[src/rtl/tour_pkg.sv]
// tour_pkg: shared definitions for the tour command executor.
//   - opcode and heading byte constants of the 16-bit move command
//   - FSM state encoding
//   - board size and command-field legality helpers
package tour_pkg;

  localparam logic [3:0] OP_CAL     = 4'h0;
  localparam logic [3:0] OP_MOVE    = 4'h2;
  localparam logic [3:0] OP_MOVE_FF = 4'h3;

  localparam logic [7:0] HDG_N = 8'h00;  // yy + 1
  localparam logic [7:0] HDG_W = 8'h3F;  // xx - 1
  localparam logic [7:0] HDG_S = 8'h7F;  // yy - 1
  localparam logic [7:0] HDG_E = 8'hBF;  // xx + 1

  localparam int BOARD_MAX = 4;

  typedef enum logic [2:0] {
    ST_IDLE,
    ST_ACK,
    ST_CAL,
    ST_STEP,
    ST_FANFARE,
    ST_RESP
  } state_t;

  function automatic logic op_legal(input logic [3:0] op);
    return (op == OP_CAL) || (op == OP_MOVE) || (op == OP_MOVE_FF);
  endfunction

  function automatic logic hdg_legal(input logic [7:0] hdg);
    return (hdg == HDG_N) || (hdg == HDG_W) || (hdg == HDG_S) || (hdg == HDG_E);
  endfunction

endpackage

[src/rtl/tour_cmd_exec_board_step.sv]
// board_step: combinational one-square move on the 5x5 board.
//   hdg        in  8  heading byte (N/W/S/E constants from tour_pkg)
//   xx, yy     in  3  current square
//   nxt_x/y    out 3  square one step along hdg (only meaningful when on board)
//   off_board  out 1  the step would leave columns/rows 0..BOARD_MAX
module board_step
  import tour_pkg::*;
(
  input  logic [7:0] hdg,
  input  logic [2:0] xx,
  input  logic [2:0] yy,
  output logic [2:0] nxt_x,
  output logic [2:0] nxt_y,
  output logic       off_board
);

  localparam logic signed [3:0] LIM = 4'(BOARD_MAX);

  // 4-bit signed candidates so that 0 - 1 shows up as -1 instead of 7.
  logic signed [3:0] cand_x;
  logic signed [3:0] cand_y;

  always_comb begin
    cand_x = signed'({1'b0, xx});
    cand_y = signed'({1'b0, yy});
    case (hdg)
      HDG_N:   cand_y = cand_y + 4'sd1;
      HDG_S:   cand_y = cand_y - 4'sd1;
      HDG_E:   cand_x = cand_x + 4'sd1;
      HDG_W:   cand_x = cand_x - 4'sd1;
      default: ;
    endcase
    off_board = (cand_x < 4'sd0) || (cand_x > LIM) ||
                (cand_y < 4'sd0) || (cand_y > LIM);
    nxt_x = cand_x[2:0];
    nxt_y = cand_y[2:0];
  end

endmodule

[src/rtl/tour_cmd_exec.sv]
// tour_cmd_exec: consumer side of the tour command interface.
// Accepts a 16-bit command on cmd/cmd_rdy, acknowledges with a one-cycle
// clr_cmd_rdy, walks the knight one square per SQ_CYCLES, optionally plays a
// fanfare, and reports completion with a one-cycle send_resp.
//   clk, rst       clock / asynchronous active-high reset
//   cmd, cmd_rdy   command word and its valid (held until clr_cmd_rdy)
//   init_pos       load init_x/init_y and clear err (IDLE only)
//   clr_cmd_rdy    command acknowledge
//   send_resp      completion pulse (normal or error)
//   xx, yy         knight position
//   fanfare        high during the fanfare interval
//   busy           high whenever not IDLE
//   err            sticky error flag
//   cmd_cnt        completed-command counter (wraps)
module tour_cmd_exec
  import tour_pkg::*;
#(
  parameter int SQ_CYCLES  = 16,
  parameter int FF_CYCLES  = 32,
  parameter int CAL_CYCLES = 8
) (
  input  logic        clk,
  input  logic        rst,
  input  logic [15:0] cmd,
  input  logic        cmd_rdy,
  input  logic        init_pos,
  input  logic [2:0]  init_x,
  input  logic [2:0]  init_y,
  output logic        clr_cmd_rdy,
  output logic        send_resp,
  output logic [2:0]  xx,
  output logic [2:0]  yy,
  output logic        fanfare,
  output logic        busy,
  output logic        err,
  output logic [5:0]  cmd_cnt
);

  localparam int MAX_CYC = (SQ_CYCLES > FF_CYCLES) ?
                           ((SQ_CYCLES > CAL_CYCLES) ? SQ_CYCLES : CAL_CYCLES) :
                           ((FF_CYCLES > CAL_CYCLES) ? FF_CYCLES : CAL_CYCLES);
  localparam int CNT_W   = $clog2(MAX_CYC);

  state_t             state;
  logic [CNT_W-1:0]   cnt;
  logic [3:0]         sq_left;
  logic [3:0]         op_q;
  logic [7:0]         hdg_q;
  logic [2:0]         nxt_x;
  logic [2:0]         nxt_y;
  logic               off_board;
  logic               is_move;

  assign is_move = (op_q == OP_MOVE) || (op_q == OP_MOVE_FF);

  board_step u_board_step (
    .hdg       (hdg_q),
    .xx        (xx),
    .yy        (yy),
    .nxt_x     (nxt_x),
    .nxt_y     (nxt_y),
    .off_board (off_board)
  );

  // Command capture: data only, taken on the edge that moves IDLE -> ACK.
  always_ff @(posedge clk) begin
    if (state == ST_IDLE && cmd_rdy) begin
      op_q  <= cmd[15:12];
      hdg_q <= cmd[11:4];
    end
  end

  always_ff @(posedge clk or posedge rst) begin
    if (rst) begin
      state       <= ST_IDLE;
      cnt         <= '0;
      sq_left     <= '0;
      clr_cmd_rdy <= 1'b0;
      send_resp   <= 1'b0;
      xx          <= '0;
      yy          <= '0;
      fanfare     <= 1'b0;
      busy        <= 1'b0;
      err         <= 1'b0;
      cmd_cnt     <= '0;
    end else begin
      clr_cmd_rdy <= 1'b0;
      send_resp   <= 1'b0;
      case (state)
        ST_IDLE: begin
          // A pending command takes priority over init_pos.
          if (cmd_rdy) begin
            state       <= ST_ACK;
            clr_cmd_rdy <= 1'b1;
            busy        <= 1'b1;
            sq_left     <= cmd[3:0];
          end else if (init_pos) begin
            xx  <= init_x;
            yy  <= init_y;
            err <= 1'b0;
          end
        end
        ST_ACK: begin
          if (!op_legal(op_q) || (is_move && (!hdg_legal(hdg_q) || sq_left == 4'd0))) begin
            err   <= 1'b1;
            state <= ST_RESP;
          end else if (op_q == OP_CAL) begin
            state <= ST_CAL;
            cnt   <= CNT_W'(CAL_CYCLES - 1);
          end else begin
            state <= ST_STEP;
            cnt   <= CNT_W'(SQ_CYCLES - 1);
          end
        end
        ST_CAL: begin
          if (cnt == '0) state <= ST_RESP;
          else           cnt   <= cnt - 1'b1;
        end
        ST_STEP: begin
          // Position only moves on the last cycle of a square.
          if (cnt != '0) begin
            cnt <= cnt - 1'b1;
          end else if (off_board) begin
            err   <= 1'b1;
            state <= ST_RESP;
          end else begin
            xx <= nxt_x;
            yy <= nxt_y;
            if (sq_left != 4'd1) begin
              sq_left <= sq_left - 4'd1;
              cnt     <= CNT_W'(SQ_CYCLES - 1);
            end else if (op_q == OP_MOVE_FF) begin
              state   <= ST_FANFARE;
              fanfare <= 1'b1;
              cnt     <= CNT_W'(FF_CYCLES - 1);
            end else begin
              state <= ST_RESP;
            end
          end
        end
        ST_FANFARE: begin
          if (cnt == '0) begin
            fanfare <= 1'b0;
            state   <= ST_RESP;
          end else begin
            cnt <= cnt - 1'b1;
          end
        end
        ST_RESP: begin
          send_resp <= 1'b1;
          cmd_cnt   <= cmd_cnt + 6'd1;
          busy      <= 1'b0;
          state     <= ST_IDLE;
        end
        default: state <= ST_IDLE;
      endcase
    end
  end

endmodule

[config.mk]
export PLATFORM = sky130hd
export DESIGN_NAME = tour_cmd_exec
export DESIGN_NICKNAME = d
export VERILOG_FILES = /design/src/rtl/tour_pkg.sv /design/src/rtl/tour_cmd_exec_board_step.sv /design/src/rtl/tour_cmd_exec.sv
export SDC_FILE = /design/constraint.sdc
export NUM_CORES = 1
export LEC_CHECK = 0
export BUFFER_PORTS_ARGS = -buffer_cell sky130_fd_sc_hd__buf_4
export CORE_ASPECT_RATIO = 0.8
export CORE_MARGIN = 8
export CORE_UTILIZATION = 30
export CTS_BUF_LIST = sky130_fd_sc_hd__clkbuf_4
export DETAILED_ROUTE_END_ITERATION = 8
export GPL_ROUTABILITY_DRIVEN = 0
export GPL_TIMING_DRIVEN = 1
export PLACE_DENSITY = 0.52
export SLEW_MARGIN = 0
export SYNTH_ARGS = -nofsm -noshare
export SYNTH_HDL_FRONTEND = slang
export SYNTH_SLANG_ARGS = --single-unit
[constraint.sdc]
create_clock -name clk -period 5.5 [get_ports clk]
set_input_delay 1.1 -clock clk [delete_from_list [all_inputs] [get_ports clk]]
set_output_delay 1.1 -clock clk [all_outputs]
set_load 0.02 [all_outputs]
**After elaboration in Yosys (flattened, before gate mapping)**

Cells that the tools add are included.

- Register bits after elaboration: 41
- Input port bits: 26
- Output and inout bits: 17
- Word-level logic and storage cells: 137

- $add $sub $neg: 7
- $lt $le $gt $ge: 4
- Eq/ne operators: 28
- Mux-type cells: 51
- Reduce and logical (&&, ||, !) cells: 34

Operators by type and width:

| operator | number |
|---|---|
| $mux W3 | 14 |
| $mux W5 | 6 |
| $ne A2 B2 Y1 const B | 13 |
| $pmux W4 S2 | 3 |
| $mux W4 | 5 |
| $mux W1 | 16 |
| $pmux W5 S3 | 1 |
| $reduce_and A5 Y1 | 3 |
| $pmux W3 S2 | 2 |
| $pmux W3 S4 | 1 |
| $reduce_and A6 Y1 | 2 |
| $logic_or A1 B1 Y1 | 11 |
| $add A3 B1 Y4 const B | 2 |
| $eq A4 B2 Y1 const B | 2 |
| $eq A8 B6 Y1 const B | 1 |
| $eq A8 B7 Y1 const B | 1 |
| $eq A8 B8 Y1 const B | 1 |
| $gt A4 B4 Y1 const B | 2 |
| $logic_not A4 Y1 | 2 |
| $logic_not A8 Y1 | 1 |
| $lt A4 B1 Y1 const B | 2 |
| $sub A3 B1 Y4 const B | 2 |
| $add A6 B1 Y6 const B | 1 |
| $eq A3 B2 Y1 const B | 2 |
| 20 further kinds | 28 |

**Logic depth before layout (Yosys ltp)**

- Depth after elaboration: 10
- Gate-level depth with buffers: 13
- Mapped depth without buffers: 12

**Modules after synthesis**

A second synthesis with hierarchy kept.

- Cells, all modules: 266
- Area, all modules: 2514.9 um^2

Modules (own cells, without submodules):

| module | instances | cells an instance | area each (um^2) | sequential area each (um^2) |
|---|---|---|---|---|
| tour_cmd_exec | 1 | 218 | 2147.1 | 1086.0 |
| board_step | 1 | 48 | 367.9 | 0.0 |

**Worst setup path before layout**

No wires, ideal clock.

- Kind: input to register
- Start point: in cmd_rdy
- End point: reg sq_left[0]
- Library setup time: 0.065 ns
- Arrival time: 3.601 ns
- Data required time: 5.435 ns
- Slack: 1.834 ns
- Stages on the path: 4
- Buffers on the path: 0
- Path through: nor4b_1 > o22ai_1 > and2b_1 > o22a_1

- Word-level cells in the longest chain between the ends: 2

RTL lines:

| element | line | RTL |
|---|---|---|
| from (decl) | tour_cmd_exec.sv:25 | `input logic cmd_rdy,` |
| $ne A2 B2 Y1 (no source line) | -- |  |
| $reduce_and A5 Y1 (no source line) | -- |  |
| to (signal assigned) | tour_cmd_exec.sv:96 | `sq_left <= cmd[3:0];` |
| to (signal assigned) | tour_cmd_exec.sv:130 | `sq_left <= sq_left - 4'd1;` |
| to (decl) | tour_cmd_exec.sv:46 | `logic [3:0] sq_left;` |

No other way between the ends.
A chain may end at the register's enable or synchronous reset.

**Final worst setup path**

- Start point: reg hdg_q[0]
- End point: reg state[1]

- Word-level cells in the longest chain between the ends: 10
- Elaborated cells on any way between the ends: 26
- Classes of those cells: order compare (4); eq/ne (4); mux (6); reduce/logical (12)

RTL lines:

| element | line | RTL |
|---|---|---|
| from (decl) | tour_cmd_exec.sv:48 | `logic [7:0] hdg_q;` |
| from (signal assigned) | tour_cmd_exec.sv:69 | `hdg_q <= cmd[11:4];` |
| branches (longest 10 deep; another with $lt A4 B1 Y1) | -- |  |
| to (signal assigned) | tour_cmd_exec.sv:93 | `state <= ST_ACK;` |
| to (signal assigned) | tour_cmd_exec.sv:106 | `state <= ST_RESP;` |
| to (signal assigned) | tour_cmd_exec.sv:108 | `state <= ST_CAL;` |
| to (decl) | tour_cmd_exec.sv:44 | `state_t state;` |

Parallel ways; which one is timed is not known. The select of a mux whose other input is x is not followed.

==> reports/results.txt <==
CP peak stage delay: 0.74 ns
Final Routed Wirelength: 6140 um
WL per Instance: 15.2 um
Die Wd: 117 um
hold buffer count at CTS: 0
Critical Path RT: 5.80 ns
Crit path max-delay family: simple AND/OR/NAND/NOR gates
TritonCTS clock tree: built
layout cells sized above 1: 23.3%
ANT cells: 0
Worst path slowest cell: nor3_2
pin count of the biggest net entering global routing: 30
post-route insts no fill: 404
DR vias/cell: 4.97
worst skew pair latency: 0.35 ns
Mean Syn Cell Area: 9.74 um^2
Synth Instances: 249
final net count: 333
clock-pin slew on the worst setup and hold paths: 0.13 ns
number of distinct library cells after synthesis: 58
fin crit share: 67.1%
sequential element share of the synthesized area: 44.8%
CP Buf/Inv Count: 0
yosys warns: 0
CP Launch Type: flop
EDFF count, synth: 12
Root Buffer: clkbuf_4
Final Hold Vio Count: 0
clock skew: 0.00568 ns
critical path class: reg2reg
area leader, netlist: dfrtp_1
Syn Nets: 287
total core area: 0.00787 mm^2
Pre-Repair DR Iteration Count: 4
post-synth top area share: 29.9%
power per standard cell area: 475 mW/mm^2
Initial Utilization: 30.8%
die height: 96.4 um
fin crit period: 3.69 ns
total gr overflow: 0
setup repair bufs after CTS: 0
CP Cell Sequence: and4_2 -> nand3b_1 -> or2_2 -> fa_1 -> xor2_1 -> a21oi_1 -> nor4_1 -> a21oi_1 -> nor3_2 -> and3_2 -> o22a_1
grt met1 use: 15.2%
Hold Crit Class: reg2reg
relative slew slack: 38.9%
RSZ-0062 raised after global routing: no
# resized after CTS: 0
post-DP HPWL: 4610 um
commonest non-fill, non-tap cell in the layout: buf_4
status: finished, final reports clean
Site Rows: 29
top post-synthesis cells by area: dfrtp_1 30%, edfxtp_1 15%, ha_1 5.2%
vias: 2,006
final hold slack: 0.487 ns
Num CTS Buffers: 5
element type at the critical path end: flop
predominant post-synthesis flop cell: dfrtp_1
commonest cells after routing, fill and taps aside: 45 x buf_4, 29 x dfrtp_1, 23 x nand2_1
vias in the first global route: 2,027
GRT met3 Usage: 2.55%
placed cells: 396
Yosys reg bits: 41
most frequent CP cell: a21oi_1
H-tree levels: 2
residual DRC count: 0
Iter 0 DRT Violations: 77
global route hottest layer: met2
setup tns final: 0 ns
GRT Total Usage: 11.6%
final setup vio count: 0
die area: 0.0112 mm^2
# IOs: 43
Area Growth Syn to Fin: 20.2%
Post-DRT Antenna Nets: 0
asr flop ratio synth: 70.7%
LEAKAGE: 1.25 nW
Max Cap Viol: 0
CP max FO: 12
Clock Sinks: 41
global-route wire length before repair: 10,200 um
Fillers: 817
GR Util met2: 18.5%
synthesized area: 0.00242 mm^2
IO buf count: 42
Slew @ Worst Pin: 0.904 ns
crit path DAT: 3.99 ns
VDD IR-drop max: 155 uV
fmax: 271 MHz
initial antenna violation count: 0
Clock Tree Buf Depth: 2
Pins Over Slew Limit: 0
## cell type report
cell class | instances | area, um^2 | share of cell area (%)
Inverter | 15 | 56.3 | 1.93
Sequential cell | 41 | 1090 | 37.3
Clock buffer | 6 | 45.0 | 1.55
Tap cell | 108 | 135 | 4.64
Clock inverter | 2 | 15.0 | 0.515
Multi-Input combinational cell | 187 | 1240 | 42.5
Timing Repair Buffer | 45 | 338 | 11.6
## state kept, by name, summed over array words and instances, names as in the netlist
name and count:
sq_left 4, op_q 4, cmd_cnt 6, xx 3, err 1, cnt 5
send_resp 1, fanfare 1, hdg_q 8, clr_cmd_rdy 1, state 3, busy 1
yy 3
## logic make-up (layout without fill, tap and decap cells)
| family | count (synthesis) | in the layout | share of synthesized area [%] |
|---|---|---|---|
| AND/OR/NAND/NOR | 95 | 95 | 20.8 |
| XOR/XNOR | 7 | 7 | 2.53 |
| multiplexers | 4 | 4 | 1.91 |
| AO/OA/AOI/OAI | 69 | 69 | 18.8 |
| buffers and inverters | 21 | 68 | 4.33 |
| adder cells (fa/ha/maj) | 12 | 12 | 6.81 |
| flip-flops | 41 | 41 | 44.8 |
## power by group
| part | total [mW] | internal, mW | switching (mW) |
|---|---|---|---|
| Sequential | 0.558 | 0.418 | 0.140 |
| Combinational | 0.669 | 0.286 | 0.383 |
| Clock | 0.159 | 0.0549 | 0.104 |
## layer usage
metal | share of wire, % | vias up
met4 | 1.3 | 0
met2 | 46 | 41
li1 | - | 1010
met5 | 0 | -
met3 | 4.7 | 8
met1 | 48 | 947
## through the flow
stage	power (mW)	area, um^2	util [%]	worst slack (ns)
4_1_cts	1.40	2920	37.0	1.88
5_1_grt	1.51	2920	37.0	1.48
2_1_floorplan	1.03	2420	-	1.83
3_5_place_dp	1.24	2860	36.3	1.92
3_3_place_gp	1.23	2860	36.3	2.05
6_report	1.39	2920	37.0	1.81
## path summary, 6_finish.rpt
path                            start    endpoint  slack (ns)  cells past startpoint
max                          hdg_q[0]    state[1]        1.81                     11
min reg2reg                cmd_cnt[5]  cmd_cnt[5]        0.49                      1
max in group asynchronous         rst  cmd_cnt[4]        4.40                      3
max reg2reg                  hdg_q[0]    state[1]        1.81                     11
min in group asynchronous         rst       xx[2]        0.81                      3
min                        cmd_cnt[5]  cmd_cnt[5]        0.49                      1
## cells in the mapped netlist, types with 2 or more instances
master     n
fa_1       2
a31oi_1    7
nor4b_1    2
inv_1     15
mux2i_1    2
and3_1     3
a21o_1     4
nor2_1    20
buf_6      3
ha_1      10
xor2_1     2
o22a_1     7
or3_1      2
o22ai_1    4
o31ai_1    4
nand2_1   23
a21oi_1   18
clkbuf_1   2
dfrtp_1   29
edfxtp_1  12
nand3_1   11
xnor2_1    5
nor3_1    11
nand3b_1   3
nor4_1     3
o21ai_0   13
## worst reg2reg max path, stage by stage, from the launching register on
cell	delay [ns]
edfxtp_1	0.36
and4_2	0.25
nand3b_1	0.21
or2_2	0.37
fa_1	0.40
xor2_1	0.24
a21oi_1	0.07
nor4_1	0.36
a21oi_1	0.16
nor3_2	0.74
and3_2	0.34
o22a_1	0.15
Note: power is estimated with default switching activity, not from simulation.
